### src/rtl/arith_unit_seq.sv
`default_nettype none
// ============================================================================
// Module   : arith_unit_seq
// Purpose  : Handshaked unsigned arithmetic unit (add/sub/mul in one cycle,
//            div/mod via restoring divider, optional pow via
//            square-and-multiply). Define ARITH_POW_EN to build the pow path.
// Revision : 1.0  initial release
// ============================================================================
module arith_unit_seq #(
    parameter int WIDTH = 8
) (
    input  logic                 i_clk,
    input  logic                 i_rst,
    input  logic                 i_valid,
    output logic                 o_ready,
    input  logic [2:0]           i_op,
    input  logic [WIDTH-1:0]     i_a,
    input  logic [WIDTH-1:0]     i_b,
    output logic                 o_valid,
    output logic [2*WIDTH-1:0]   o_result,
    output logic [WIDTH-1:0]     o_rem,
    output logic                 o_err
);

    localparam int           c_CNT_W = $clog2(WIDTH);
    localparam [c_CNT_W-1:0] c_LAST  = c_CNT_W'(WIDTH - 1);

    localparam logic [1:0] c_S_IDLE = 2'd0;
    localparam logic [1:0] c_S_DIV  = 2'd1;
`ifdef ARITH_POW_EN
    localparam logic [1:0] c_S_POW  = 2'd2;
`endif

    localparam logic [2:0] c_OP_ADD = 3'd0;
    localparam logic [2:0] c_OP_SUB = 3'd1;
    localparam logic [2:0] c_OP_MUL = 3'd2;
    localparam logic [2:0] c_OP_DIV = 3'd3;
    localparam logic [2:0] c_OP_MOD = 3'd4;
`ifdef ARITH_POW_EN
    localparam logic [2:0] c_OP_POW = 3'd5;
`endif

    logic [1:0]         r_state;
    logic [1:0]         w_state_nxt;
    logic [c_CNT_W-1:0] r_cnt;
    logic               w_accept;
    logic               w_last;

    // divider state: partial remainder, dividend/quotient shift register, divisor
    logic [WIDTH-1:0]   r_rem;
    logic [WIDTH-1:0]   r_quo;
    logic [WIDTH-1:0]   r_dvs;
    logic               r_is_mod;
    logic [WIDTH:0]     w_div_shift;
    logic               w_div_ge;
    logic [WIDTH-1:0]   w_rem_nxt;
    logic [WIDTH-1:0]   w_quo_nxt;

    logic [WIDTH:0]     w_add;
    logic [WIDTH-1:0]   w_sub;
    logic [2*WIDTH-1:0] w_mul;

    assign o_ready  = (r_state == c_S_IDLE);
    assign w_accept = i_valid & o_ready;
    assign w_last   = (r_cnt == c_LAST);

    assign w_add = {1'b0, i_a} + {1'b0, i_b};
    assign w_sub = i_a - i_b;
    assign w_mul = i_a * i_b;

    // Remainder is always below the divisor, so the subtraction fits WIDTH bits.
    assign w_div_shift = {r_rem, r_quo[WIDTH-1]};
    assign w_div_ge    = (w_div_shift >= {1'b0, r_dvs});
    assign w_rem_nxt   = w_div_ge ? (w_div_shift[WIDTH-1:0] - r_dvs) : w_div_shift[WIDTH-1:0];
    assign w_quo_nxt   = {r_quo[WIDTH-2:0], w_div_ge};

`ifdef ARITH_POW_EN
    // pow state: accumulator, running base (a^(2^k)), remaining exponent bits
    logic [2*WIDTH-1:0] r_acc;
    logic [2*WIDTH-1:0] r_base;
    logic [WIDTH-1:0]   r_exp;
    logic               r_bovf;
    logic               r_perr;
    logic [4*WIDTH-1:0] w_pow_mul;
    logic [4*WIDTH-1:0] w_pow_sq;
    logic [2*WIDTH-1:0] w_acc_nxt;
    logic               w_perr_nxt;
    logic               w_bovf_nxt;

    assign w_pow_mul  = r_acc * r_base;
    assign w_pow_sq   = r_base * r_base;
    assign w_acc_nxt  = r_exp[0] ? w_pow_mul[2*WIDTH-1:0] : r_acc;
    // A multiply overflows if its base already overflowed or its own product does.
    assign w_perr_nxt = r_perr | (r_exp[0] & (r_bovf | (|w_pow_mul[4*WIDTH-1:2*WIDTH])));
    assign w_bovf_nxt = r_bovf | (|w_pow_sq[4*WIDTH-1:2*WIDTH]);
`endif

    // State register
    always_ff @(posedge i_clk) begin
        if (i_rst) r_state <= c_S_IDLE;
        else       r_state <= w_state_nxt;
    end

    // Next-state: only div/mod with non-zero divisor and pow leave IDLE
    always_comb begin
        w_state_nxt = r_state;
        case (r_state)
            c_S_IDLE: begin
                if (w_accept) begin
                    if (((i_op == c_OP_DIV) || (i_op == c_OP_MOD)) && (i_b != '0))
                        w_state_nxt = c_S_DIV;
`ifdef ARITH_POW_EN
                    else if (i_op == c_OP_POW)
                        w_state_nxt = c_S_POW;
`endif
                end
            end
            c_S_DIV: if (w_last) w_state_nxt = c_S_IDLE;
`ifdef ARITH_POW_EN
            c_S_POW: if (w_last) w_state_nxt = c_S_IDLE;
`endif
            default: w_state_nxt = c_S_IDLE;
        endcase
    end

    // Datapath and registered outputs
    always_ff @(posedge i_clk) begin
        if (i_rst) begin
            o_valid  <= 1'b0;
            o_result <= '0;
            o_rem    <= '0;
            o_err    <= 1'b0;
            r_cnt    <= '0;
            r_rem    <= '0;
            r_quo    <= '0;
            r_dvs    <= '0;
            r_is_mod <= 1'b0;
        end else begin
            o_valid <= 1'b0;
            case (r_state)
                c_S_IDLE: begin
                    if (w_accept) begin
                        r_cnt <= '0;
                        case (i_op)
                            c_OP_ADD: begin
                                o_valid  <= 1'b1;
                                o_result <= {{(WIDTH-1){1'b0}}, w_add};
                                o_rem    <= '0;
                                o_err    <= 1'b0;
                            end
                            c_OP_SUB: begin
                                o_valid  <= 1'b1;
                                o_result <= {{WIDTH{1'b0}}, w_sub};
                                o_rem    <= '0;
                                o_err    <= 1'b0;
                            end
                            c_OP_MUL: begin
                                o_valid  <= 1'b1;
                                o_result <= w_mul;
                                o_rem    <= '0;
                                o_err    <= 1'b0;
                            end
                            c_OP_DIV, c_OP_MOD: begin
                                if (i_b == '0) begin
                                    o_valid  <= 1'b1;
                                    o_err    <= 1'b1;
                                    o_rem    <= i_a;
                                    o_result <= (i_op == c_OP_DIV) ? {{WIDTH{1'b0}}, {WIDTH{1'b1}}}
                                                                   : {{WIDTH{1'b0}}, i_a};
                                end else begin
                                    r_rem    <= '0;
                                    r_quo    <= i_a;
                                    r_dvs    <= i_b;
                                    r_is_mod <= (i_op == c_OP_MOD);
                                end
                            end
`ifdef ARITH_POW_EN
                            c_OP_POW: ;
`endif
                            default: begin
                                o_valid  <= 1'b1;
                                o_err    <= 1'b1;
                                o_result <= '0;
                                o_rem    <= '0;
                            end
                        endcase
                    end
                end
                c_S_DIV: begin
                    r_rem <= w_rem_nxt;
                    r_quo <= w_quo_nxt;
                    r_cnt <= r_cnt + 1'b1;
                    if (w_last) begin
                        o_valid  <= 1'b1;
                        o_err    <= 1'b0;
                        o_rem    <= w_rem_nxt;
                        o_result <= r_is_mod ? {{WIDTH{1'b0}}, w_rem_nxt}
                                             : {{WIDTH{1'b0}}, w_quo_nxt};
                    end
                end
`ifdef ARITH_POW_EN
                c_S_POW: begin
                    r_cnt <= r_cnt + 1'b1;
                    if (w_last) begin
                        o_valid  <= 1'b1;
                        o_err    <= w_perr_nxt;
                        o_rem    <= '0;
                        o_result <= w_acc_nxt;
                    end
                end
`endif
                default: ;
            endcase
        end
    end

`ifdef ARITH_POW_EN
    // Square-and-multiply iteration, exponent scanned LSB first
    always_ff @(posedge i_clk) begin
        if (i_rst) begin
            r_acc  <= '0;
            r_base <= '0;
            r_exp  <= '0;
            r_bovf <= 1'b0;
            r_perr <= 1'b0;
        end else if (w_accept && (i_op == c_OP_POW)) begin
            r_acc  <= {{(2*WIDTH-1){1'b0}}, 1'b1};
            r_base <= {{WIDTH{1'b0}}, i_a};
            r_exp  <= i_b;
            r_bovf <= 1'b0;
            r_perr <= 1'b0;
        end else if (r_state == c_S_POW) begin
            r_acc  <= w_acc_nxt;
            r_base <= w_pow_sq[2*WIDTH-1:0];
            r_exp  <= r_exp >> 1;
            r_bovf <= w_bovf_nxt;
            r_perr <= w_perr_nxt;
        end
    end
`endif

endmodule
`default_nettype wire

### config.mk
export PLATFORM = sky130hd
export DESIGN_NAME = arith_unit_seq
export DESIGN_NICKNAME = d
export VERILOG_FILES = /design/src/rtl/arith_unit_seq.sv
export SDC_FILE = /design/constraint.sdc
export NUM_CORES = 1
export LEC_CHECK = 0
export CORE_UTILIZATION = 48
export DETAILED_ROUTE_END_ITERATION = 7
export GPL_TIMING_DRIVEN = 0
export MAX_ROUTING_LAYER = met4
export PLACE_DENSITY = 0.71
export SYNTH_ARGS = -nofsm -noshare
export SYNTH_HDL_FRONTEND = slang
export SYNTH_SLANG_ARGS = --single-unit
### constraint.sdc
create_clock -name i_clk -period 4.7 [get_ports i_clk]
set_input_delay 0.94 -clock i_clk [delete_from_list [all_inputs] [get_ports i_clk]]
set_output_delay 0.94 -clock i_clk [all_outputs]
set_load 0.05 [all_outputs]
==> summary.txt, run 1 <==
Run status
  • Outcome: completed

Detailed routing
  • Post-route ant nets: 0
  • Pre-antenna DRT Iters: 6
  • Drt wl/cell: 17.9 µm
  • DR vias: 5,361
  • Drt via density: 5.80
  • # DRC: 0
  • Drt initial violations: 385
  • DRT Wirelength: 16,500 µm

Setup path
  • Crit path arrival time: 4.72 ns
  • Slowest stage cell, crit path: fa_1
  • Crit-path most repeated cell: fa_1
  • Crit Path Max Fanout: 5
  • Startpoint types: input port
  • Critical Path End Type: flop
  • Req. time, crit path: 4.87 ns
  • CP peak stage delay: 0.53 ns
  • Critical path type: in2reg
  • Crit path cell chain: dlygate4sd2_1, clkbuf_8, and2_1, fa_1, fa_1, fa_1, inv_1, fa_1, inv_1, ha_4, nor3_2, o21a_1, nor2_1, a21oi_1, xor2_1, o21ai_1

STA
  • Final Hold Viols: 0
  • Crit share post-route: 96.7%
  • Setup slack after layout: 0.157 ns
  • Max Clock Freq: 220 MHz
  • Skew final: 0.00576 ns
  • Hold Slack: 0.458 ns
  • RSZ-0062 raised after global routing: false
  • # setup viols final: 0
  • Slew Limit Headroom: 59.8%
  • Post-route minimum period: 4.54 ns
  • Slew Limit Fails: 0
  • Slew @ Worst Pin: 0.603 ns

Power and ir drop
  • PwrDens: 328 nW/µm²
  • Peak supply drop: 0.192 mV
  • Pleak: 2.98 nW

Finish
  • Diode count: 0
  • Fill cells: 1,030
  • Layout Area Growth over Synthesis: 19.2%
  • Multi-input logic area: 4240 µm²
  • Number of nets in the layout: 902
  • Share of cells above drive strength 1: 13.6%
  • Sequential cell area: 1100 µm²

Logic synthesis
  • Post-synthesis sequential area ratio: 19.3%
  • Flops & latches, synth: 55
  • Top post-synthesis cells by area: dfxtp_1 19%, fa_1 14%, ha_1 13%
  • Top cell type's share of synthesized area: 19.3%
  • Post-Syn Area: 5700 µm²
  • Commonest register cell after synthesis: dfxtp_1
  • Most area-hungry cell type in the Yosys netlist: dfxtp_1
  • Post-synth EDFFs: 0
  • Asr flop ratio synth: 0%
  • Post-synth top cells: 81 x inv_1, 71 x nand2_1, 62 x a21oi_1
  • Mapped Avg Cell Area: 8.06 µm²
  • Synth unique cells: 67
  • Synth Net Count: 829
  • Synth Warn #: 0
  • Synth Instances: 707
  • Most common cell in the netlist: inv_1

Place
  • Gpl congestion: 0.943
  • Pre-CTS WS: -1.23 ns
  • Post-DP HPWL: 12,700 µm
  • # port buffers: 46

Clocking
  • CTS Hold Bufs: 0
  • Deepest clock path buffer count: 2
  • TritonCTS clock tree: yes
  • Root Driver: clkbuf_16
  • H-tree depth: 2
  • Clock Sinks: 55
  • Insertion delay to the later sink of the worst-skew pair: 0.29 ns
  • Clk pin slew, worst setup/hold paths: 0.07 ns
  • CTS buffer count: 5

Min path
  • Class of the worst hold path: reg2reg

Floorplanning
  • IO Pins: 49
  • Die X: 111 µm
  • Die area: 12,300 µm²
  • Die Height: 111 µm
  • Starting density of the core: 49.7%
  • Row count: 39
  • Core area: 11,500 µm²

Global routing
  • Initial antenna violation count: 0
  • Vias in the first global route: 5,374
  • Tot GR Track Use: 28.4%
  • First-pass GRT wire length: 27,100 µm
  • Grt total ovfl: 0
  • Largest net degree at the start of global routing: 18

Run
  • MaxCap Viol Count: 0
-- placed cells by master (no fill, tap or decap), types with 6 or more instances in the layout --
master / Yosys / layout
a211oi_1: 7 / 7
a21o_1: 9 / 9
a21oi_1: 62 / 60
a222oi_1: 7 / 7
a31oi_1: 8 / 8
and2_1: 39 / 39
buf_4: 3 / 26
clkbuf_1: 19 / 10
clkbuf_2: 1 / 7
clkbuf_8: 2 / 8
clkdlybuf4s50_1: 0 / 30
dfxtp_1: 55 / 55
fa_1: 39 / 36
ha_1: 61 / 52
ha_4: 0 / 6
inv_1: 81 / 79
nand2_1: 71 / 71
nand3_1: 11 / 11
nor2_1: 60 / 58
nor2b_1: 9 / 9
nor3_1: 12 / 11
o21a_1: 8 / 8
o21ai_0: 37 / 31
o21ai_1: 1 / 6
o21bai_1: 6 / 6
xnor2_1: 11 / 11
xor2_1: 8 / 8
-- report_power, final --
group          total (mW)  internal (mW)  switching (mW)
logic                1.35          0.565           0.781
clock network       0.369          0.197           0.172
registers           0.510          0.493          0.0175
total                2.23           1.25           0.971
-- stage by stage --
step | cells | area [µm²] | power [mW] | setup TNS, ns | util, %
after floorplan | 707 | 5700 | 1.37 | 0 | -
after global placement | 896 | 6330 | 1.68 | -10.81 | 55.2
after detailed placement | 896 | 6330 | 1.70 | -11.33 | 55.2
after CTS | 924 | 6800 | 2.19 | 0 | 59.3
after global routing | 924 | 6790 | 2.39 | 0 | 59.2
final | 924 | 6790 | 2.23 | 0 | 59.2
-- registers in the layout (all words and copies together) (netlist names) --
| register | flops |
|---|---|
| o_result | 16 |
| r_state | 1 |
| r_rem | 8 |
| r_is_mod | 1 |
| o_rem | 8 |
| r_dvs | 8 |
| r_cnt | 3 |
| r_quo | 8 |
| o_err | 1 |
| o_valid | 1 |
-- critical path, delay by kind of cell --
family	cells	cell delay, ns
AO/OA/AOI/OAI	3	0.47
adder cells (fa/ha/maj)	5	2.13
AND/OR/NAND/NOR	3	0.38
XOR/XNOR	1	0.23
buffers and inverters	4	0.57
-- final timing paths --
path / slack, ns / endpoint / cells after the start / startpoint
worst min-delay path: 0.46 / r_dvs[3]$_SDFFE_PP0P_ / 2 / r_dvs[3]$_SDFFE_PP0P_
worst max-delay path: 0.16 / o_result[10]$_SDFFE_PP0P_ / 16 / i_a[6]
worst max register to register: 1.97 / o_result[3]$_SDFFE_PP0P_ / 9 / r_rem[4]$_SDFFE_PP0P_
worst min register to register: 0.46 / r_dvs[3]$_SDFFE_PP0P_ / 2 / r_dvs[3]$_SDFFE_PP0P_
-- routing by layer --
layer / share of wire [%] / track usage, % / vias up
li1: - / - / 2560
met5: 0 / - / -
met3: 9.0 / 5.30 / 40
met4: 3.0 / 8.00 / 0
met1: 44 / 38.3 / 2528
met2: 44 / 43.6 / 233
-- timing repair --
action,4_1_cts,5_1_grt
endpoints found under the setup margin,11,8
endpoints found under the hold margin,0,0
gates resized for setup,87,36
buffers inserted,20,1
pin swaps,22,16
-- cell families (layout without fill, tap and decap cells) --
group	after synthesis	after routing	share of synthesized area (%)
flops	55	55	19.3
fa+ha+maj	100	100	27.1
simple gates	225	225	19.2
buf+inv	114	188	8.46
compound gates	186	186	21.4
xor+xnor	19	19	2.92
mux	8	8	1.52
-- final cells by class --
class | instances | area share, %
multi-input combinational | 538 | 62.4
sequential | 55 | 16.2
timing repair buffer | 67 | 8.29
inverter | 81 | 4.48
buffer | 32 | 3.87
tap | 143 | 2.63
clock buffer | 5 | 1.84
clock inverter | 3 | 0.295
(Power assumes the default switching activity.)
==> run 2, diff against run 1 <==
--- a/config.mk
+++ b/config.mk
@@ -9,7 +9,7 @@
 export DETAILED_ROUTE_END_ITERATION = 7
 export GPL_TIMING_DRIVEN = 0
 export MAX_ROUTING_LAYER = met4
-export PLACE_DENSITY = 0.71
+export PLACE_DENSITY = 0.68
 export SYNTH_ARGS = -nofsm -noshare
 export SYNTH_HDL_FRONTEND = slang
 export SYNTH_SLANG_ARGS = --single-unit
==> constraint.sdc (replaced) <==
create_clock -name i_clk -period 4.3 [get_ports i_clk]
set_input_delay 0.86 -clock i_clk [delete_from_list [all_inputs] [get_ports i_clk]]
set_output_delay 0.86 -clock i_clk [all_outputs]
set_load 0.05 [all_outputs]
==> run 2 against run 1 <==
Compared with the run above:
- the run now ends with negative setup slack left
- sequential share of layout area decreased by 0.99 points
- die area unchanged
- cell area increased by 6.5%
- critical path type unchanged
- register-to-register slack got worse by 0.45 ns
- critical path depth increased by 1
- routed wire length increased by 6.9%
- sequential power increased by 9.4%
- via count increased by 2.5%
- largest power group unchanged
==> summary.txt, run 2 (synthesis results as in run 1) <==
Floorplanning
  • Die Height: 111 µm (unchanged)
  • IO Pins: 49 (unchanged)
  • Row count: 39 (unchanged)
  • Die X: 111 µm (unchanged)
  • Starting density of the core: 49.7% (unchanged)
  • Die area: 12,300 µm² (unchanged)
  • Core area: 11,500 µm² (unchanged)

Finish
  • Largest Register: o_result
  • Post-Route Utilization: 63.1% (+3.9 points)
  • Most frequent cells in the layout: 69 x inv_1, 66 x nand2_1, 57 x nor2_1, 55 x dfxtp_1, 54 x a21oi_1
  • Number of nets in the layout: 921 (+2.1%)
  • Max reg flops: 16 (unchanged)
  • Share of cells above drive strength 1: 21.5% (+7.9 points)
  • Sequential cell area: 1100 µm² (unchanged)
  • Fill cells: 994 (-3.5%)
  • Commonest non-fill, non-tap cell in the layout: inv_1
  • Multi-input logic area: 4460 µm² (+5.4%)
  • Layout Area Growth over Synthesis: 27.0%
  • Diode count: 0 (unchanged)

Setup path
  • R2R cell count: 9 (unchanged)
  • Cell family with most CP delay: adder cells
  • Crit-path most repeated cell: fa_1
  • Worst Path Buf+Inv: 7 (+3)
  • Worst Setup EP: o_result[8]$_SDFFE_PP0P_
  • Crit path cell chain: buf_8, buf_8, buf_12, nand2_4, fa_1, fa_1, inv_1, fa_1, inv_2, fa_1, inv_2, ha_4, buf_4, a21oi_2, xnor2_2, a221o_1, a32o_1
  • R2R Path Start: r_rem[4]$_SDFFE_PP0P_
  • CP peak stage delay: 0.53 ns (about the same)
  • R2r endpoint: o_result[3]$_SDFFE_PP0P_
  • Levels on crit path: 17 (+1)
  • Crit path arrival time: 4.54 ns (-0.18 ns)
  • Slowest stage cell, crit path: fa_1
  • Req. time, crit path: 4.51 ns (-0.36 ns)
  • Critical Path End Type: flop
  • R2R setup slack: 1.52 ns (-0.45 ns)
  • Crit Path Max Fanout: 6 (+1)
  • Worst Setup SP: i_a[4]
  • Critical path type: in2reg
  • Startpoint types: input port

Clocking
  • Clock Sinks: 55 (unchanged)
  • Root Driver: clkbuf_16
  • TritonCTS clock tree: yes
  • CTS buffer count: 5 (unchanged)
  • Deepest clock path buffer count: 2 (unchanged)
  • CTS Hold Bufs: 0 (unchanged)
  • H-tree depth: 2 (unchanged)
  • Clk pin slew, worst setup/hold paths: 0.08 ns (about the same)
  • Insertion delay to the later sink of the worst-skew pair: 0.31 ns (+0.02 ns)

Detailed routing
  • Drt initial violations: 470 (+22%)
  • # DRC: 0 (unchanged)
  • Pre-antenna DRT Iters: 5 (-1)
  • Drt wl/cell: 18.7 µm (+4.7%)
  • Drt via density: 5.83 (+0.47%)
  • Post-route ant nets: 0 (unchanged)
  • DRT Wirelength: 17,600 µm (+6.9%)
  • DR vias: 5,497 (+2.5%)

STA
  • Crit share post-route: 101%
  • Max Clock Freq: 231 MHz
  • Setup slack after layout: -0.0294 ns (-0.186 ns)
  • Skew final: 0.0123 ns (+0.00654 ns)
  • Final Hold Viols: 0 (unchanged)
  • Post-route minimum period: 4.33 ns
  • # setup viols final: 3 (+3)
  • Slew Limit Headroom: 55.8% (-4.0 points)
  • RSZ-0062 raised after global routing: true
  • Slew Limit Fails: 0 (unchanged)
  • Slew @ Worst Pin: 0.663 ns (+0.0596 ns)

Global routing
  • Grt total ovfl: 0 (unchanged)
  • First-pass GRT wire length: 28,200 µm (+4.2%)
  • Initial antenna violation count: 0 (unchanged)
  • Vias in the first global route: 5,540 (+3.1%)
  • Tot GR Track Use: 29.7% (+1.3 points)
  • Largest net degree at the start of global routing: 19 (+1)

Min path
  • Hold-critical path depth: 2 (unchanged)
  • Class of the worst hold path: reg2reg
  • Worst Min Path Start: r_dvs[4]$_SDFFE_PP0P_

Power and ir drop
  • Sw frac: 43.5% (-0.091 points)
  • Sequential Power Share: 19.8% (-3.1 points)
  • PwrDens: 390 nW/µm² (+19%)
  • Peak supply drop: 0.373 mV (+95%)
  • Part of the power in the clock network: 15.1% (-1.5 points)
  • Pleak: 3.14 nW (+5.4%)
  • Internal: 1.60 mW (+27%)
  • Combinational Power Share: 65.1% (+4.6 points)
  • Net switching power: 1.23 mW (+27%)

Place
  • Post-DP HPWL: 12,900 µm (+1.9%)
  • Pre-CTS WS: -1.20 ns (+0.0319 ns)
  • Gpl congestion: 0.915 (-3.0%)
  • # port buffers: 46 (unchanged)

Run status
  • Violated checks: negative setup slack
  • Outcome: complete, but fails checks

Run
  • MaxCap Viol Count: 0 (unchanged)
==> run 2: routing by layer <==
layer	up-vias	share of wire [%]	GRT usage [%]
met5	-	0	-
met4	0	2.1	9.60
met3	35	8.3	3.55
met1	2625	45	41.6
li1	2591	-	-
met2	246	45	44.6
==> run 2: timing repair <==
item	in CTS	in global routing
pin swaps	52	67
endpoints found under the setup margin	12	11
buffers inserted	38	2
gates resized for setup	115	58
==> run 2: cell type report <==
| class | count | share of cell area (%) |
|---|---|---|
| Inverter | 81 | 4.27 |
| Multi-Input combinational cell | 538 | 61.7 |
| Tap cell | 143 | 2.47 |
| Clock buffer | 5 | 1.73 |
| Sequential cell | 55 | 15.2 |
| Clock inverter | 3 | 0.311 |
| Timing Repair Buffer | 86 | 10.6 |
| Buffer | 32 | 3.70 |
==> run 2: through the flow <==
step	area (µm²)	setup TNS [ns]	hold WS, ns	total power, mW	instances
after floorplan	5840	-0.00127	0.436	1.60	707
after global placement	6480	-11.02	0.443	1.95	896
after detailed placement	6480	-11.33	0.448	1.97	896
after CTS	7030	-0.246	0.458	2.56	942
after global routing	7230	-0.662	0.479	3.01	943
final	7230	-0.0481	0.457	2.82	943
==> run 2: power by group through the flow <==
stage | clock network (mW) | registers, mW | logic [mW]
4_1_cts | 0.430 | 0.558 | 1.57
2_1_floorplan | 0 | 0.631 | 0.972
3_5_place_dp | 0 | 0.569 | 1.40
5_1_grt | 0.451 | 0.561 | 2.00
3_3_place_gp | 0 | 0.568 | 1.38
6_report | 0.427 | 0.558 | 1.84
==> run 2: worst min-delay path, delay by kind of cell, from the launching register on <==
| kind | cells | cell delay [ns] |
|---|---|---|
| AOI/OAI and AO/OA | 1 | 0.05 |
| and+or+nand+nor | 1 | 0.05 |
| DFF | 1 | 0.31 |
==> run 2: worst min path at each step <==
stage / slack [ns] / endpoint
floorplan: 0.44 / r_rem[7]$_SDFFE_PP0P_
global placement: 0.44 / r_dvs[2]$_SDFFE_PP0P_
detailed placement: 0.45 / r_dvs[2]$_SDFFE_PP0P_
CTS: 0.46 / r_dvs[2]$_SDFFE_PP0P_
global route: 0.48 / r_dvs[7]$_SDFFE_PP0P_
finish: 0.46 / r_dvs[4]$_SDFFE_PP0P_
